--- src/rtl/clefia_diffusion_engine.sv ---
// Iterative CLEFIA diffusion engine: one 32-bit word per cycle through M0 (or M1) over GF(2^8).
// Define CLEFIA_DIFF_M1_EN to let in_mode select M1; otherwise in_mode is ignored and M0 is always used.
module clefia_diffusion_engine #(
    parameter int NUM_WORDS = 4
) (
    input  logic                    clk,
    input  logic                    rst,
    input  logic                    in_valid,
    output logic                    in_ready,
    input  logic                    in_mode,
    input  logic [32*NUM_WORDS-1:0] in_data,
    output logic                    out_valid,
    input  logic                    out_ready,
    output logic [32*NUM_WORDS-1:0] out_data,
    output logic                    busy
);
    // Handshakes: a transfer happens on a rising edge where valid && ready; the source
    // holds valid and data stable until that edge, and the result stays held until taken.
    localparam int CW = (NUM_WORDS > 1) ? $clog2(NUM_WORDS) : 1;
    localparam logic [CW-1:0] LAST = CW'(NUM_WORDS - 1);

    typedef enum logic [1:0] {IDLE, BUSY, DONE} state_t;

    state_t        state;
    state_t        state_nx;
    logic [CW-1:0] cnt;
    logic [31:0]   work [NUM_WORDS];
    logic [31:0]   cur_word;
    logic [31:0]   new_word;

    function automatic logic [7:0] xt(input logic [7:0] a);
        return {a[6:0], 1'b0} ^ (a[7] ? 8'h1D : 8'h00);
    endfunction

    function automatic logic [31:0] mul_m0(input logic [31:0] w);
        logic [7:0] s  [4];
        logic [7:0] x2 [4];
        logic [7:0] x4 [4];
        logic [7:0] x6 [4];
        for (int k = 0; k < 4; k++) begin
            s[k]  = w[31-8*k -: 8];
            x2[k] = xt(s[k]);
            x4[k] = xt(x2[k]);
            x6[k] = x4[k] ^ x2[k];
        end
        return {s[0]  ^ x2[1] ^ x4[2] ^ x6[3],
                x2[0] ^ s[1]  ^ x6[2] ^ x4[3],
                x4[0] ^ x6[1] ^ s[2]  ^ x2[3],
                x6[0] ^ x4[1] ^ x2[2] ^ s[3]};
    endfunction

`ifdef CLEFIA_DIFF_M1_EN
    logic mode_q;

    function automatic logic [31:0] mul_m1(input logic [31:0] w);
        logic [7:0] s  [4];
        logic [7:0] x2 [4];
        logic [7:0] x8 [4];
        logic [7:0] xa [4];
        for (int k = 0; k < 4; k++) begin
            s[k]  = w[31-8*k -: 8];
            x2[k] = xt(s[k]);
            x8[k] = xt(xt(x2[k]));
            xa[k] = x8[k] ^ x2[k];
        end
        return {s[0]  ^ x8[1] ^ x2[2] ^ xa[3],
                x8[0] ^ s[1]  ^ xa[2] ^ x2[3],
                x2[0] ^ xa[1] ^ s[2]  ^ x8[3],
                xa[0] ^ x2[1] ^ x8[2] ^ s[3]};
    endfunction

    assign new_word = mode_q ? mul_m1(cur_word) : mul_m0(cur_word);
`else
    logic unused_mode;
    assign unused_mode = in_mode;
    assign new_word    = mul_m0(cur_word);
`endif

    always_comb begin
        cur_word = work[0];
        for (int i = 1; i < NUM_WORDS; i++) begin
            if (cnt == CW'(i)) cur_word = work[i];
        end
    end

    always_ff @(posedge clk or posedge rst) begin
        if (rst) state <= IDLE;
        else     state <= state_nx;
    end

    always_comb begin
        state_nx = state;
        case (state)
            IDLE:    if (in_valid)      state_nx = BUSY;
            BUSY:    if (cnt == LAST)   state_nx = DONE;
            DONE:    if (out_ready)     state_nx = IDLE;
            default:                    state_nx = IDLE;
        endcase
    end

    always_ff @(posedge clk or posedge rst) begin
        if (rst) begin
            cnt <= '0;
            for (int i = 0; i < NUM_WORDS; i++) work[i] <= '0;
`ifdef CLEFIA_DIFF_M1_EN
            mode_q <= 1'b0;
`endif
        end else if (state == IDLE && in_valid) begin
            cnt <= '0;
            for (int i = 0; i < NUM_WORDS; i++) work[i] <= in_data[32*i +: 32];
`ifdef CLEFIA_DIFF_M1_EN
            mode_q <= in_mode;
`endif
        end else if (state == BUSY) begin
            // Each word is rewritten in place, so the work register doubles as the result.
            for (int i = 0; i < NUM_WORDS; i++) begin
                if (cnt == CW'(i)) work[i] <= new_word;
            end
            cnt <= (cnt == LAST) ? '0 : cnt + 1'b1;
        end
    end

    assign in_ready  = (state == IDLE);
    assign out_valid = (state == DONE);
    assign busy      = (state != IDLE);

    for (genvar g = 0; g < NUM_WORDS; g++) begin : g_out
        assign out_data[32*g +: 32] = (state == DONE) ? work[g] : 32'h0;
    end

endmodule

--- config.mk ---
export PLATFORM = sky130hd
export DESIGN_NAME = clefia_diffusion_engine
export DESIGN_NICKNAME = d
export VERILOG_FILES = /design/src/rtl/clefia_diffusion_engine.sv
export SDC_FILE = /design/constraint.sdc
export NUM_CORES = 1
export LEC_CHECK = 0
export CELL_PAD_IN_SITES_DETAIL_PLACEMENT = 1
export CELL_PAD_IN_SITES_GLOBAL_PLACEMENT = 2
export CORE_MARGIN = 3
export CORE_UTILIZATION = 31
export DETAILED_ROUTE_END_ITERATION = 8
export GPL_TIMING_DRIVEN = 0
export PLACE_DENSITY = 0.95
export RECOVER_POWER = 50
export SLEW_MARGIN = 20
export SYNTH_ARGS = -nofsm -noshare
export SYNTH_HDL_FRONTEND = slang
export SYNTH_SLANG_ARGS = --single-unit
--- constraint.sdc ---
create_clock -name clk -period 7.39 [get_ports clk]
set_input_delay 1.1085 -clock clk [delete_from_list [all_inputs] [get_ports clk]]
set_output_delay 1.1085 -clock clk [all_outputs]
set_load 0.005 [all_outputs]
==> impl_results.md, run 1 <==
- CP delay by family, top: buffers and inverters
- Avg Vias per Cell: 5.50
- Clk root buf: clkbuf_16
- Failing checks: capacitance limit, slew limit
- Height of the die: 181 um
- Residual DRC: 0
- Drt first pass iters: 5
- Synthesized cell area: 0.00953 mm2
- Max Slew Vio Count: 53
- CTS buffer count: 17
- Iteration-0 DRC Markers: 1,113
- Warnings, synthesis: 0
- Largest net degree at the start of global routing: 81
- Slew headroom: -72.7%
- Crit. End Element: register
- RD Place Congestion: 0.921
- Final nets: 1,505
- Vias in the first global route: 10.1k
- Core Footprint: 0.0300 mm2
- Area occupied by registers: 0.00330 mm2
- CTS Sinks: 132
- CP bufs+invs: 5
- Initial Utilization: 31.8%
- Layout area overhead: 39.0%
- Post-CTS Setup Inserts: 0
- Share of post-route cells with drive strength above 1: 5.72%
- CP arrival: 5.42 ns
- Post-CTS Hold Buffers: 0
- Fin Hold WS: 0.504 ns
- Post-DP HPWL: 37,200 um
- Max Fclk: 0.195 GHz
- Final setup violation count: 0
- Reg2Reg Depth: 12
- Number of enable flip-flop cells after synthesis: 0
- Average cell area after synthesis: 8.78 um2
- Clk_lat worst skew: 0.44 ns
- DR vias: 9,738
- H-Tree Depth: 4
- Antenna violations before repair: 2
- Final Skew: 0.0123 ns
- Tightest Pin Transition: 2.58 ns
- Post-layout minimum cycle time: 5.13 ns
- Routed wire length: 46,700 um
- Footprint of the multi-input gates: 0.00578 mm2
- CP most frequent cell: clkbuf_1
- RSZ-0062 raised after global routing: no
- Number of synthesized register bits: 132
- Post-synthesis cell type count: 55
- Final hold viol count: 0
- IO Port Bufs: 262
- First-pass GRT wire length: 67,900 um
- Post-synth top flop: dfrtp_1
- Final Util: 44.2%
- Grt total ovfl: 0
- Slowest cell on the critical path: xnor2_1
- CTS tree: done
- # IOs: 264
- Max_cap viols: 1
- WL/cell: 26.4 um
- Die Area: 0.0329 mm2
- Post-Synthesis Cells: 1,085
- CP Data Required Time: 7.67 ns
- Ys async rst share: 100%
- Bufs on Longest Clock Path: 2
- # fillers: 3,490
- Crit path max fanout: 10
- Die Width: 181 um
- Status: complete, but fails checks
- Net Count, Synth: 1,223
- Sequential-to-total area share from yosys stat: 34.7%
- Worst-path clk slew: 0.07 ns
- Cts repair resizes: 0
- Critical Path Max Stage Delay: 0.72 ns
- Period utilisation layout: 69.5%
- Row count: 63
- Setup CP Type: register to register
- Hold Path Class: register to register
- N_diodes: 0
- Crit path depth: 12
- Gr usage total: 27.7%
- TNS Setup: 0 ns
- Antenna Nets Post-Route: 0
- Hold depth: 1
- Worst path cell trace: inv_1 -> ha_1 -> inv_1 -> clkbuf_1 -> clkbuf_1 -> clkbuf_1 -> mux2i_1 -> xnor2_1 -> o21ai_1 -> xor2_1 -> xnor2_1 -> o21ai_0
- CP Launch Type: register
[flip-flops by register name (all words and copies together) (netlist names)]
name and count:
state 2, cnt 2, work 128
[placed cells by master, fill, tap and decap left out, types with 9 or more instances in the layout]
| master | n |
|---|---|
| and2_1 | 100 |
| a21oi_1 | 33 |
| clkdlybuf4s50_1 | 251 |
| clkbuf_1 | 66 |
| xor2_1 | 45 |
| a22oi_1 | 93 |
| o21ai_0 | 157 |
| mux2_2 | 15 |
| dfrtp_1 | 132 |
| and2_0 | 31 |
| clkbuf_16 | 17 |
| nand2_1 | 91 |
| nor2_1 | 64 |
| nor2b_1 | 9 |
| dlygate4sd3_1 | 11 |
| xnor2_1 | 106 |
| mux2i_1 | 36 |
[metrics by stage]
stage	cells	area [um2]	setup slack, ns
after floorplan	1085	9530	2.76
after global placement	1737	12600	0.712
final	1770	13200	2.26
after global routing	1770	13200	2.01
after CTS	1770	13300	2.90
after detailed placement	1738	12700	3.33
[metal layers]
metal | GRT usage, % | part of all wire [%]
met5 | 0 | 0
met4 | 9.08 | 3.1
met3 | 5.50 | 6.9
met2 | 43.5 | 46
met1 | 38.3 | 44
[cells in the mapped netlist (all sizes together), types with 5 or more instances]
| cell | number | area [um2] |
|---|---|---|
| o21ai | 163 | 820 |
| dfrtp | 132 | 3300 |
| and2 | 131 | 820 |
| xnor2 | 107 | 952 |
| a22oi | 93 | 698 |
| nand2 | 91 | 342 |
| nor2 | 65 | 246 |
| clkbuf | 60 | 225 |
| xor2 | 45 | 394 |
| mux2i | 38 | 405 |
| a21oi | 35 | 190 |
| buf | 21 | 171 |
| mux2 | 15 | 169 |
| nor2b | 10 | 65.1 |
| a211oi | 9 | 82.6 |
| inv | 9 | 33.8 |
| a21o | 6 | 45.0 |
| a22o | 6 | 52.6 |
| xnor3 | 6 | 136 |
| ha | 5 | 62.6 |
[final cells by class]
type / count / area share (%)
multi-input combinational: 862 / 43.7
clock buffer: 17 / 3.21
buffer: 81 / 2.84
clock inverter: 15 / 1.37
inverter: 10 / 0.293
timing repair buffer: 263 / 20.0
tap: 390 / 3.68
sequential: 132 / 24.9
[worst register-to-register path, stage by stage (launching register included)]
cell and delay, ns:
dfrtp_1 0.46, inv_1 0.10, ha_1 0.23, inv_1 0.10, clkbuf_1 0.70, clkbuf_1 0.69, clkbuf_1 0.60, mux2i_1 0.62
xnor2_1 0.13, o21ai_1 0.28, xor2_1 0.13, xnor2_1 0.72, o21ai_0 0.22
[cells by family (layout without fill, tap and decap cells)]
kind of cell | count (synthesis) | count (layout) | share of synthesized area, %
AO/OA/AOI/OAI | 332 | 332 | 21.7
AND/OR/NAND/NOR | 313 | 313 | 16.6
XOR/XNOR | 159 | 159 | 15.8
flip-flops | 132 | 132 | 34.7
buffers and inverters | 91 | 386 | 4.56
multiplexers | 53 | 53 | 6.03
adder cells (fa/ha/maj) | 5 | 5 | 0.657
[worst paths after layout]
path | start | to | slack, ns
worst min-delay path | state[1] | state[0] | 0.50
worst max register to register | cnt[0] | work[37] | 2.26
max in group asynchronous | rst | work[57] | 4.35
min in group asynchronous | rst | work[108] | 1.82
worst min register to register | state[1] | state[0] | 0.50
worst max-delay path | cnt[0] | work[37] | 2.26
Power of run 1 is not shown: default switching activity piles up to over one toggle a cycle in this logic, so the estimate is an artifact.
==> run 2, diff against run 1 <==
- CORE_UTILIZATION: 31 -> 29
- PLACE_DENSITY: 0.95 -> 0.92
- clock period: 7.39 -> 4.9 ns (I/O delays scaled with it)
==> impl_results.md, run 2 (synthesis results as in run 1) <==
- Period utilisation layout: 89.2% (+20 points)
- Die Area: 0.0351 mm2 (+6.7%)
- Largest Register: work
- Routed wire length: 47,100 um (+0.97%)
- Failing checks: capacitance limit, slew limit
- Core Footprint: 0.0320 mm2 (+6.7%)
- RR Startpoint: cnt[0]
- CTS buffer count: 17 (unchanged)
- Critical path startpoint: cnt[0]
- DR vias: 9,664 (-0.76%)
- R2R Path End: work[45]
- Drt first pass iters: 5 (unchanged)
- Largest regs: work x128, cnt x2, state x2
- Avg Vias per Cell: 5.32 (-3.3%)
- CP Launch Type: register
- Final nets: 1,505 (unchanged)
- Crit path max fanout: 10 (unchanged)
- RD Place Congestion: 0.966 (+4.9%)
- Fin Hold WS: 0.522 ns (+0.0176 ns)
- Height of the die: 187 um (+3.3%)
- Max reg flops: 128 (unchanged)
- CTS tree: done
- Worst Setup EP: work[45]
- Initial Utilization: 29.8% (-2.0 points)
- Largest net degree at the start of global routing: 87 (+7.4%)
- Setup CP Type: register to register
- Clk root buf: clkbuf_16
- WL/cell: 25.9 um (-1.6%)
- Commonest non-fill, non-tap cell in the layout: clkdlybuf4s50_1
- Layout area overhead: 39.8%
- Iteration-0 DRC Markers: 865 (-22%)
- Clk_lat worst skew: 0.43 ns (about the same)
- Final Skew: 0.0151 ns (+0.00277 ns)
- Status: complete, but fails checks
- CP Data Required Time: 5.17 ns (-2.50 ns)
- Share of post-route cells with drive strength above 1: 6.01% (+0.29 points)
- Commonest non-fill, non-tap cells in the layout: 243 x clkdlybuf4s50_1, 155 x o21ai_0, 132 x dfrtp_1
- Max_cap viols: 1 (unchanged)
- Post-layout minimum cycle time: 4.37 ns (-0.761 ns)
- Hold Path Class: register to register
- Post-CTS Setup Inserts: 0 (unchanged)
- Final setup violation count: 0 (unchanged)
- # IOs: 264 (unchanged)
- Residual DRC: 0 (unchanged)
- Grt total ovfl: 0 (unchanged)
- Antenna Nets Post-Route: 0 (unchanged)
- Post-DP HPWL: 37,400 um (+0.73%)
- Tightest Pin Transition: 2.27 ns (-0.309 ns)
- IO Port Bufs: 262 (unchanged)
- First-pass GRT wire length: 69,600 um (+2.5%)
- CP arrival: 4.65 ns (-0.77 ns)
- RSZ-0062 raised after global routing: no
- Slew headroom: -52.0% (+21 points)
- Reg2Reg Depth: 9 (-3)
- Vias in the first global route: 10.3k (+1.8%)
- Max Slew Vio Count: 47 (-11%)
- Final hold viol count: 0 (unchanged)
- Row count: 65 (+3.2%)
- Max Fclk: 0.229 GHz (+17%)
- Die Width: 187 um (+3.3%)
- Crit. End Element: register
- H-Tree Depth: 4 (unchanged)
- Worst-path clk slew: 0.07 ns (about the same)
- R2R Setup Slk: 0.53 ns (-1.73 ns)
- Post-CTS Hold Buffers: 0 (unchanged)
- CTS Sinks: 132 (unchanged)
- Antenna violations before repair: 2 (unchanged)
- Bufs on Longest Clock Path: 2 (unchanged)
- Cts repair resizes: 0 (unchanged)
- Gr usage total: 26.4% (-1.3 points)
[run 2: changes by cell type in the layout (fill, tap and decap cells not counted), moves of 3 or more]
cell | before | now
and2_0 | 31 | 44
and2_1 | 100 | 87
clkdlybuf4s50_1 | 251 | 243
dlygate4sd3_1 | 11 | 19
clkbuf_1 | 66 | 63
inv_8 | 5 | 2
[run 2: worst max-delay path: stages (launching register included)]
cell,delay (ns)
dfrtp_1,0.46
ha_1,0.40
clkbuf_1,0.46
clkbuf_1,0.42
clkbuf_1,0.53
clkbuf_1,0.52
o21ai_0,0.28
xor2_1,0.24
xnor2_1,0.69
o21ai_0,0.20
[run 2: worst min path at each step]
stage | endpoint | slack [ns] | cells after the start | from
final | state[0] | 0.52 | 1 | state[1]
after global routing | state[0] | 0.54 | 1 | state[1]
after CTS | state[0] | 0.52 | 1 | state[1]
after detailed placement | state[0] | 0.50 | 1 | state[1]
after global placement | state[0] | 0.48 | 1 | state[1]
after floorplan | state[0] | 0.46 | 1 | state[1]
[run 2: layer usage]
metal / routed length (um) / global-route usage [%] / vias up / part of all wire, %
met4: 884 / 6.22 / 0 / 1.9
met2: 22100 / 43.3 / 418 / 47
met1: 21000 / 36.2 / 4878 / 45
li1: - / - / 4322 / -
met5: 0 / 0 / - / 0
met3: 3130 / 4.84 / 46 / 6.6
[run 2: layout make-up]
type / count / area (um2)
buffer: 81 / 387
inverter: 10 / 38.8
sequential: 132 / 3300
tap: 435 / 544
fill: 3692 / 18600
clock buffer: 18 / 439
multi-input combinational: 862 / 5790
timing repair buffer: 263 / 2650
antenna: 2 / 5.00
clock inverter: 14 / 164
[run 2: through the flow]
stage / cell area (um2) / TNS [ns] / setup slack, ns / cells / util, %
2_1_floorplan: 9530 / 0 / 0.639 / 1085 / -
3_5_place_dp: 12700 / 0 / 0.892 / 1783 / 39.8
4_1_cts: 13300 / 0 / 0.821 / 1815 / 41.7
6_report: 13300 / 0 / 0.528 / 1817 / 41.7
5_1_grt: 13300 / 0 / 0.294 / 1815 / 41.7
3_3_place_gp: 12700 / -177.88 / -1.36 / 1782 / 39.7
Power of run 2 is left out for the same reason.
==> run 3, diff against run 2 <==
- PLACE_DENSITY: 0.92 -> 0.86
- SLEW_MARGIN: 20 -> unset
==> impl_results.md, run 3 (synthesis results as in run 1) <==
- CP delay by family, top: buffers and inverters
- Antenna violations before repair: 3 (+1)
- Status: complete, but fails checks
- Slowest cell on the critical path: xnor2_1
- Setup Slack @ Placement: 0.745 ns (-0.148 ns)
- DP Area: 0.0127 mm2 (about the same)
- Post-layout minimum cycle time: 4.46 ns (+0.0857 ns)
- Clk root buf: clkbuf_16
- # IOs: 264 (unchanged)
- Height of the die: 187 um (unchanged)
- # fillers: 3,720 (+0.76%)
- Crit path max fanout: 10 (unchanged)
- Largest net degree at the start of global routing: 83 (-4.6%)
- Layout area overhead: 39.4%
- Failing checks: capacitance limit, slew limit
- Grt total ovfl: 0 (unchanged)
- CP bufs+invs: 4 (unchanged)
- Largest regs: work x128, cnt x2, state x2
- Footprint of the multi-input gates: 0.00579 mm2 (unchanged)
- Residual DRC: 0 (unchanged)
- Setup CP Type: register to register
- Commonest non-fill, non-tap cell in the layout: clkdlybuf4s50_1
- RD Place Congestion: 0.933 (-3.4%)
- Vias in the first global route: 10.1k (-1.6%)
- Slew headroom: -67.4% (-15 points)
- Max Fclk: 0.224 GHz (-1.9%)
- Finished layout cell area: 0.0133 mm2 (-0.32%)
- Worst setup margin: 0.443 ns (-0.0857 ns)
- Final setup violation count: 0 (unchanged)
- H-Tree Depth: 4 (unchanged)
- Bufs on Longest Clock Path: 2 (unchanged)
- Core Footprint: 0.0320 mm2 (unchanged)
- Row count: 65 (unchanged)
- DR vias: 9,524 (-1.4%)
- RSZ-0062 raised after global routing: no
- N_diodes: 0 (-2)
- Cts repair resizes: 0 (unchanged)
- First-pass GRT wire length: 69,100 um (-0.79%)
- Final hold viol count: 0 (unchanged)
- Antenna Nets Post-Route: 0 (unchanged)
- CP most frequent cell: clkbuf_1
- Commonest non-fill, non-tap cells in the layout: 240 x clkdlybuf4s50_1, 155 x o21ai_0, 132 x dfrtp_1
- Largest Register: work
- Iteration-0 DRC Markers: 878 (+1.5%)
- Period utilisation layout: 91.0% (+1.7 points)
- Clk_lat worst skew: 0.44 ns (about the same)
- Gr usage total: 26.3% (-0.098 points)
- Worst-path clk slew: 0.06 ns (about the same)
- CP arrival: 4.72 ns (+0.07 ns)
- Post-CTS Hold Buffers: 0 (unchanged)
- Final Skew: 0.0139 ns (-0.00120 ns)
- CTS tree: done
- Cells after DPL: 1,783 (unchanged)
- CP Launch Type: register
- CTS Sinks: 132 (unchanged)
- Die Width: 187 um (unchanged)
- Final nets: 1,505 (unchanged)
- CTS buffer count: 17 (unchanged)
- CP Data Required Time: 5.17 ns (about the same)
- Critical Path Max Stage Delay: 0.74 ns (+0.05 ns)
- Max_cap viols: 1 (unchanged)
- Routed wire length: 47,100 um (about the same)
- Final Util: 41.5% (-0.13 points)
- Max reg flops: 128 (unchanged)
- Tightest Pin Transition: 2.50 ns (+0.230 ns)
- Avg Vias per Cell: 5.25 (-1.3%)
- WL/cell: 26.0 um (about the same)
- Layout Cells excl Fill: 1,815 (-0.11%)
- IO Port Bufs: 262 (unchanged)
- Crit. End Element: register
- Initial Utilization: 29.8% (unchanged)
- Share of post-route cells with drive strength above 1: 6.01% (unchanged)
- Hold Path Class: register to register
- Post-CTS Setup Inserts: 0 (unchanged)
- Drt first pass iters: 5 (unchanged)
- Worst path cell trace: ha_1 -> clkbuf_1 -> clkbuf_1 -> clkbuf_1 -> clkbuf_1 -> o21ai_0 -> xor2_1 -> xnor2_1 -> o21ai_0
- Area occupied by registers: 0.00330 mm2 (unchanged)
- Post-DP HPWL: 37,600 um (+0.44%)
- Max Slew Vio Count: 51 (+8.5%)
- Die Area: 0.0351 mm2 (unchanged)
[run 3: changes by cell type in the layout (fill, tap and decap cells not counted), sizes merged]
| cell | change |
|---|---|
| inv | +2 |
| clkdlybuf4s50 | -3 |
| clkbuf | -1 |
| diode | -2 |
| bufinv | -2 |
| clkinv | +1 |
| dlygate4sd3 | +3 |
[run 3: per-layer routing]
metal  up-vias  GRT usage [%]  wire, um
li1       4318              -         -
met2       406           42.1     21500
met1      4754           37.4     21800
met4         0           6.08       977
met3        46           4.14      2810
met5         -              0         0
[run 3: through the flow]
stage               setup TNS, ns  hold slack (ns)
floorplan                       0            0.464
global placement          -196.14            0.478
detailed placement              0            0.498
CTS                             0            0.505
global route                    0            0.538
finish                          0            0.503
[run 3: final cells by class]
cell class,count,share of cell area (%)
multi-input cells,862,43.6
flip-flops and latches,132,24.9
repair buffers,263,20.0
well taps,435,4.10
clock buffers,17,3.20
plain buffers,81,2.91
clock inverters,15,1.06
inverters,10,0.292
[run 3: worst register-to-register path: stages, from the launching register on]
cell and delay, ns:
dfrtp_1 0.47, ha_1 0.40, clkbuf_1 0.45, clkbuf_1 0.40
clkbuf_1 0.55, clkbuf_1 0.50, o21ai_0 0.29, xor2_1 0.25
xnor2_1 0.74, o21ai_0 0.24
[run 3: path summary, 6_finish.rpt]
path | slack, ns | startpoint | endpoint | cells after the start
setup / recovery | 0.44 | cnt[0] | work[45] | 9
hold / removal | 0.50 | state[1] | state[0] | 1
setup reg to reg | 0.44 | cnt[0] | work[45] | 9
hold reg to reg | 0.50 | state[1] | state[0] | 1
max in group asynchronous | 2.24 | rst | work[126] | 3
min in group asynchronous | 1.43 | rst | work[108] | 2
Power of run 3 is left out for the same reason.
